### src/rtl/dffram_arb_pkg.sv
// Shared types and constants for the two-port DFFRAM arbiter.
package dffram_arb_pkg;

    typedef enum logic {
        ARB  = 1'b0,
        HOLD = 1'b1
    } arb_state_t;

    localparam int GCNT_W = 16;

endpackage

### src/rtl/dffram_arbiter.sv
// Two-port round-robin arbiter with lock/burst limit in front of an external DFFRAM macro.
// Optional saturating per-port grant counters (GCNT0/GCNT1) when DFFRAM_ARB_STATS_EN is defined.
module dffram_arbiter
    import dffram_arb_pkg::*;
#(
    parameter int AW        = 8,
    parameter int WSIZE     = 4,
    parameter int MAX_BURST = 8
) (
    input  logic                 CLK,
    input  logic                 RST,
    input  logic                 REQ0,
    input  logic                 LOCK0,
    input  logic [WSIZE-1:0]     WE0,
    input  logic [AW-1:0]        A0,
    input  logic [8*WSIZE-1:0]   DI0,
    output logic                 GNT0,
    output logic                 RVALID0,
    output logic [8*WSIZE-1:0]   DO0,
    input  logic                 REQ1,
    input  logic                 LOCK1,
    input  logic [WSIZE-1:0]     WE1,
    input  logic [AW-1:0]        A1,
    input  logic [8*WSIZE-1:0]   DI1,
    output logic                 GNT1,
    output logic                 RVALID1,
    output logic [8*WSIZE-1:0]   DO1,
`ifdef DFFRAM_ARB_STATS_EN
    output logic [GCNT_W-1:0]    GCNT0,
    output logic [GCNT_W-1:0]    GCNT1,
`endif
    output logic                 RAM_EN,
    output logic [WSIZE-1:0]     RAM_WE,
    output logic [AW-1:0]        RAM_A,
    output logic [8*WSIZE-1:0]   RAM_DI,
    input  logic [8*WSIZE-1:0]   RAM_DO
);

    localparam int BW = $clog2(MAX_BURST) + 1;
    localparam logic [BW-1:0] LIMIT = BW'(MAX_BURST - 1);

    arb_state_t          state_q, state_d;
    logic                owner_q, owner_d;
    logic                last_q, last_d;
    logic [BW-1:0]       burst_q, burst_d;
    logic                rvalid0_q, rvalid0_d;
    logic                rvalid1_q, rvalid1_d;
    logic [8*WSIZE-1:0]  do0_q, do0_d;
    logic [8*WSIZE-1:0]  do1_q, do1_d;

    logic                win;
    logic                win_valid;
    logic                other_req;
    logic                win_lock;
    logic [BW-1:0]       cnt_next;

    always_comb begin
        win       = 1'b0;
        win_valid = 1'b0;
        if (state_q == HOLD) begin
            win       = owner_q;
            win_valid = owner_q ? REQ1 : REQ0;
        end else begin
            win       = (REQ0 && REQ1) ? ~last_q : REQ1;
            win_valid = REQ0 | REQ1;
        end

        other_req = win ? REQ0 : REQ1;
        win_lock  = win ? LOCK1 : LOCK0;
        // The run length counts the lock-entry grant too, so the owner gets MAX_BURST-1 grants in a row.
        cnt_next  = ((state_q == HOLD) ? burst_q : '0) + BW'(other_req);

        state_d = ARB;
        owner_d = owner_q;
        last_d  = last_q;
        burst_d = '0;
        if (win_valid) begin
            last_d = win;
            if (win_lock && (cnt_next < LIMIT)) begin
                state_d = HOLD;
                owner_d = win;
                burst_d = cnt_next;
            end
        end

        GNT0 = win_valid & ~win;
        GNT1 = win_valid & win;

        RAM_EN = win_valid;
        RAM_WE = win_valid ? (win ? WE1 : WE0) : '0;
        RAM_A  = win ? A1 : A0;
        RAM_DI = win ? DI1 : DI0;

        rvalid0_d = GNT0 & ~(|WE0);
        rvalid1_d = GNT1 & ~(|WE1);
        // RAM_DO is valid the cycle after the grant; pass it through then and hold it afterwards.
        do0_d = rvalid0_q ? RAM_DO : do0_q;
        do1_d = rvalid1_q ? RAM_DO : do1_q;
    end

    assign RVALID0 = rvalid0_q;
    assign RVALID1 = rvalid1_q;
    assign DO0     = do0_d;
    assign DO1     = do1_d;

`ifdef DFFRAM_ARB_STATS_EN
    logic [GCNT_W-1:0] gcnt0_q, gcnt0_d;
    logic [GCNT_W-1:0] gcnt1_q, gcnt1_d;

    always_comb begin
        gcnt0_d = (GNT0 && (gcnt0_q != '1)) ? gcnt0_q + 1'b1 : gcnt0_q;
        gcnt1_d = (GNT1 && (gcnt1_q != '1)) ? gcnt1_q + 1'b1 : gcnt1_q;
    end

    always_ff @(posedge CLK or posedge RST) begin
        if (RST) begin
            gcnt0_q <= '0;
            gcnt1_q <= '0;
        end else begin
            gcnt0_q <= gcnt0_d;
            gcnt1_q <= gcnt1_d;
        end
    end

    assign GCNT0 = gcnt0_q;
    assign GCNT1 = gcnt1_q;
`endif

    always_ff @(posedge CLK or posedge RST) begin
        if (RST) begin
            state_q   <= ARB;
            owner_q   <= 1'b0;
            last_q    <= 1'b1;
            burst_q   <= '0;
            rvalid0_q <= 1'b0;
            rvalid1_q <= 1'b0;
            do0_q     <= '0;
            do1_q     <= '0;
        end else begin
            state_q   <= state_d;
            owner_q   <= owner_d;
            last_q    <= last_d;
            burst_q   <= burst_d;
            rvalid0_q <= rvalid0_d;
            rvalid1_q <= rvalid1_d;
            do0_q     <= do0_d;
            do1_q     <= do1_d;
        end
    end

endmodule

### config.mk
export PLATFORM = sky130hd
export DESIGN_NAME = dffram_arbiter
export DESIGN_NICKNAME = d
export VERILOG_FILES = /design/src/rtl/dffram_arb_pkg.sv /design/src/rtl/dffram_arbiter.sv
export SDC_FILE = /design/constraint.sdc
export NUM_CORES = 1
export LEC_CHECK = 0
export ABC_AREA = 1
export BUFFER_PORTS_ARGS = -buffer_cell sky130_fd_sc_hd__clkbuf_2
export CAP_MARGIN = 20
export CORE_MARGIN = 2
export CORE_UTILIZATION = 38
export DETAILED_ROUTE_END_ITERATION = 10
export GPL_ROUTABILITY_DRIVEN = 0
export PLACE_DENSITY_LB_ADDON = 0.25
export SLEW_MARGIN = 20
export SYNTH_ARGS = -nofsm -noshare
export SYNTH_HDL_FRONTEND = slang
export SYNTH_SLANG_ARGS = --single-unit
### constraint.sdc
create_clock -name CLK -period 2.2 [get_ports CLK]
set_clock_uncertainty 0.05 [all_clocks]
set_input_delay 0.44 -clock CLK [delete_from_list [all_inputs] [get_ports CLK]]
set_output_delay 0.44 -clock CLK [all_outputs]
set_load 0.005 [all_outputs]
Word level (Yosys, flattened, before mapping)
Cells that the tools add are included.

Register bits after elaboration: 73. Output and inout bits: 113.

$add $sub $neg: 1. Order comparisons: 1. Mux-type cells: 17. Bitwise gates (word level): 9. Reduce and logical (&&, ||, !) cells: 5.

Operators with widths (number): 2-to-1 mux 32 bit (3); 2-to-1 mux 4 bit (5); 2-to-1 mux 1 bit (8); 2-to-1 mux 8 bit (1); OR reduction 4 bit (2); adder 4 x 1 -> 4 bit (1); bitwise AND 1 bit (4); < comparator 4 x 3 -> 1 bit, second input constant (1); NOT 1 bit (4); logical AND 1 bit (2); AND reduction 2 bit (1); bitwise OR 1 bit (1).

Depth between registers and ports, before layout
Depth after elaboration: 9. Depth in mapped cells: 17.

Least setup slack after synthesis
Ideal clock, no wire load.

Path kind: register to register. Start: register state_q. End: register owner_q. Setup time: 0.117 ns. Arrival time: 2.004 ns. Path slack: 0.030 ns. Cell stages (with the launch flop): 18. Clock period less this slack: 2.170 ns. Path through: dfrtp_1 buf_6 nand3b_4 nand2_4 inv_4 buf_6 nand2_1 nand2_1 ha_1 ha_1 nand2_1 inv_1 nand3_1 nand2_2 nor2_4 nand2_4 nand2_1 nand2_1.

Longest elaborated chain between the ends: 6.

RTL lines: from (decl) (RTL line dffram_arbiter.sv:42) `arb_state_t state_q, state_d;`; from (signal assigned) (RTL line dffram_arbiter.sv:140) `state_q <= state_d;`; 2-to-1 mux 1 bit (RTL line dffram_arbiter.sv:60) `if (state_q == HOLD) begin`; 2-to-1 mux 1 bit (RTL line dffram_arbiter.sv:68) `other_req = win ? REQ0 : REQ1;`; adder 4 x 1 -> 4 bit (RTL line dffram_arbiter.sv:71) `cnt_next = ((state_q == HOLD) ? burst_q : '0) + BW'(other_req);`; < comparator 4 x 3 -> 1 bit (RTL line dffram_arbiter.sv:79) `if (win_lock && (cnt_next < LIMIT)) begin`; logical AND 1 bit (RTL line dffram_arbiter.sv:79); AND reduction 2 bit (no line); to (signal assigned) (RTL line dffram_arbiter.sv:141) `owner_q <= owner_d;`; to (decl) (RTL line dffram_arbiter.sv:43) `logic owner_q, owner_d;`.

Several ways; a longest one is shown, not always the timed one. A chain may end at the register's enable or synchronous reset.

Worst setup path after layout
Start: register state_q. End: output port RAM_DI[4].

Longest elaborated chain between the ends: 2.

RTL lines: 2-to-1 mux 1 bit (RTL line dffram_arbiter.sv:60); 2-to-1 mux 32 bit (RTL line dffram_arbiter.sv:92) `RAM_DI = win ? DI1 : DI0;`; to (decl) (RTL line dffram_arbiter.sv:35) `output logic [8*WSIZE-1:0] RAM_DI,`.

No other way between the ends.

==> impl_metrics.env <==
export IMPL_ys_types=25
export IMPL_syn_mean_instance_area_sq_um=10.1
export IMPL_hold_class="in -> async"
export IMPL_wl_mm=10.0
export IMPL_antenna_found_initial=0
export IMPL_worst_path_max_fanout=40
export IMPL_cts_path_max_buffers=2
export IMPL_ys_warn_count=0
export IMPL_dr_pass1_iters=4
export IMPL_fmax_mhz=460
export IMPL_area_growth_pct=52.8
export IMPL_min_period_ns=2.17
export IMPL_dieArea_sq_um=10100
export IMPL_dpl_worst_slack_ns=-0.0326
export IMPL_p_per_area_nw_per_um2=1160
export IMPL_outcome="finished, final reports clean"
export IMPL_n_antenna_cell=0
export IMPL_cp_arrival_ns=1.68
export IMPL_power_uw=6230
export IMPL_numCtsBuffers=9
export IMPL_ir_drop_mv=0.454
export IMPL_drv_slew=0
export IMPL_vias=3301
export IMPL_setup_violations=0
export IMPL_fin_area_sq_um=5380
export IMPL_p_leak_uw=0.00310
export IMPL_first_global_vias=3156
export IMPL_place_area_sq_um=4820
export IMPL_max_cap_violations=0
export IMPL_synth_fp_nets=476
export IMPL_rsz0062_at_grt="true"
export IMPL_num_io_pins=239
export IMPL_yosysSeqAreaShare_pct=51.9
export IMPL_grtUsageTotal_pct=18.7
export IMPL_hold_viol=0
export IMPL_nFillCells=798
export IMPL_core_area_sq_um=9110
export IMPL_cts_sinks=73
export IMPL_grt_pass1_wl_mm=15.0
export IMPL_synth_area_sq_um=3520
export IMPL_row_count=35
export IMPL_routedWlPerCell_microns=14.0
export IMPL_synthCells=348
export IMPL_die_x_microns=100
export IMPL_htree_levels=3
export IMPL_ys_seq_elements=73
export IMPL_hold_ws_ns=0.137
export IMPL_nets=729
export IMPL_path_clk_slew_ns=0.08
export IMPL_hpwl_mm=7.48
export IMPL_start_util_pct=38.7
export IMPL_final_common_cell="clkbuf_2"
export IMPL_final_cell_mix="clkbuf_2, nand2_1, dfrtp_1"
export IMPL_cts_tree="done"
export IMPL_crit_type="reg -> out"
export IMPL_port_buffers=238
export IMPL_drc=0
export IMPL_startpoint_type="flip-flop"
export IMPL_vias_per_cell=4.60
export IMPL_grt_max_degree=74
export IMPL_clock_root_buffer="clkbuf_8"
export IMPL_drt_iter0_markers=94
export IMPL_period_share_pct=98.7
export IMPL_gr_total_overflow=0
export IMPL_clk_latency_ns=0.33
export IMPL_hold_buffers=0
export IMPL_ant_nets=0
export IMPL_setup_slack_ns=0.0280
export IMPL_critPathRequiredTime_ns=1.71
export IMPL_die_y_microns=100
export IMPL_drive_gt1_share_pct=61.6
export IMPL_endpoint_kind="output pin"
worst max-delay path, cell delays in order, from the launching register on:
cell and delay [ns]:
dfrtp_1 0.43, nand3b_4 0.21, nand2_8 0.11, buf_8 0.24
nand2_1 0.14, nand2_4 0.10, clkbuf_2 0.11
sequential cells by signal, summed over array words and instances, names as in the netlist:
signal,count
last_q,1
burst_q,4
RVALID1,1
do1_q,32
do0_q,32
owner_q,1
RVALID0,1
state_q,1
routing by layer:
metal  vias up  global-route usage [%]  wire (microns)
met3        10                    4.39             616
met5         -                       0               0
met2       131                    30.9            4920
met4         0                    4.00              66
li1       1614                       -               -
met1      1546                    25.3            4440
final timing paths:
path	startpoint	cells past startpoint	to	slack (ns)
setup / recovery	state_q$_DFF_PP0_	6	RAM_DI[4]	0.03
hold / removal	RST	3	do1_q[15]$_DFF_PP0_	0.14
setup reg to reg	last_q$_DFFE_PP1P_	16	owner_q$_DFFE_PP0P_	0.09
hold reg to reg	do0_q[8]$_DFF_PP0_	1	do0_q[8]$_DFF_PP0_	0.44
max in group asynchronous	RST	3	do1_q[24]$_DFF_PP0_	1.64
min in group CLK	WE1[2]	2	RVALID1$_DFF_PP0_	0.27
cell type report:
cell class              count  area [sq um]  share of cell area, %
clock buffers              10           128                   2.37
inverters                  19          90.1                   1.67
repair buffers            259          1530                   28.4
multi-input cells         239          1600                   29.8
clock inverters             6          66.3                   1.23
well taps                 111           139                   2.58
flip-flops and latches     73          1830                   34.0
cell usage after synthesis, drive strengths merged:
master	n	area share, %
o22ai	2	0.36
mux2	64	20
conb	1	0.11
nand3	5	0.71
inv	19	2.1
nand3b	1	0.57
nor4	1	0.36
o21ai	2	0.28
dfrtp	72	51
nor2	7	1.2
nand2	153	18
nor3	1	0.14
dfstp	1	0.75
buf	15	3.4
clkbuf	2	0.21
ha	2	0.71
through the flow:
stage / utilization [%] / TNS, ns / std cells
finish: 59.1 / 0 / 717
global route: 59.1 / -0.966 / 717
CTS: 56.5 / -0.238 / 708
detailed placement: 52.9 / -0.0835 / 687
global placement: 52.9 / 0 / 687
floorplan: - / 0 / 348
where the power goes:
group	switching, uW	internal [uW]
Clock	493	528
Combinational	1470	1630
Sequential	162	1940
Total	2130	4100
kinds of logic after synthesis:
kind of cell	share of synthesized area, %
adder cells (fa/ha/maj)	0.710
multiplexers	20.5
buffers and inverters	5.75
AO/OA/AOI/OAI	0.639
other	0.106
flip-flops	51.9
AND/OR/NAND/NOR	20.5
what timing repair did:
action                     in CTS  in global routing
setup endpoints to repair      45                 44
gates cloned                    2                  1
pin swaps                       2                 12
resized for setup               8                 63
buffers inserted                3                  8
No activity file was read; power rests on OpenSTA's default activity.
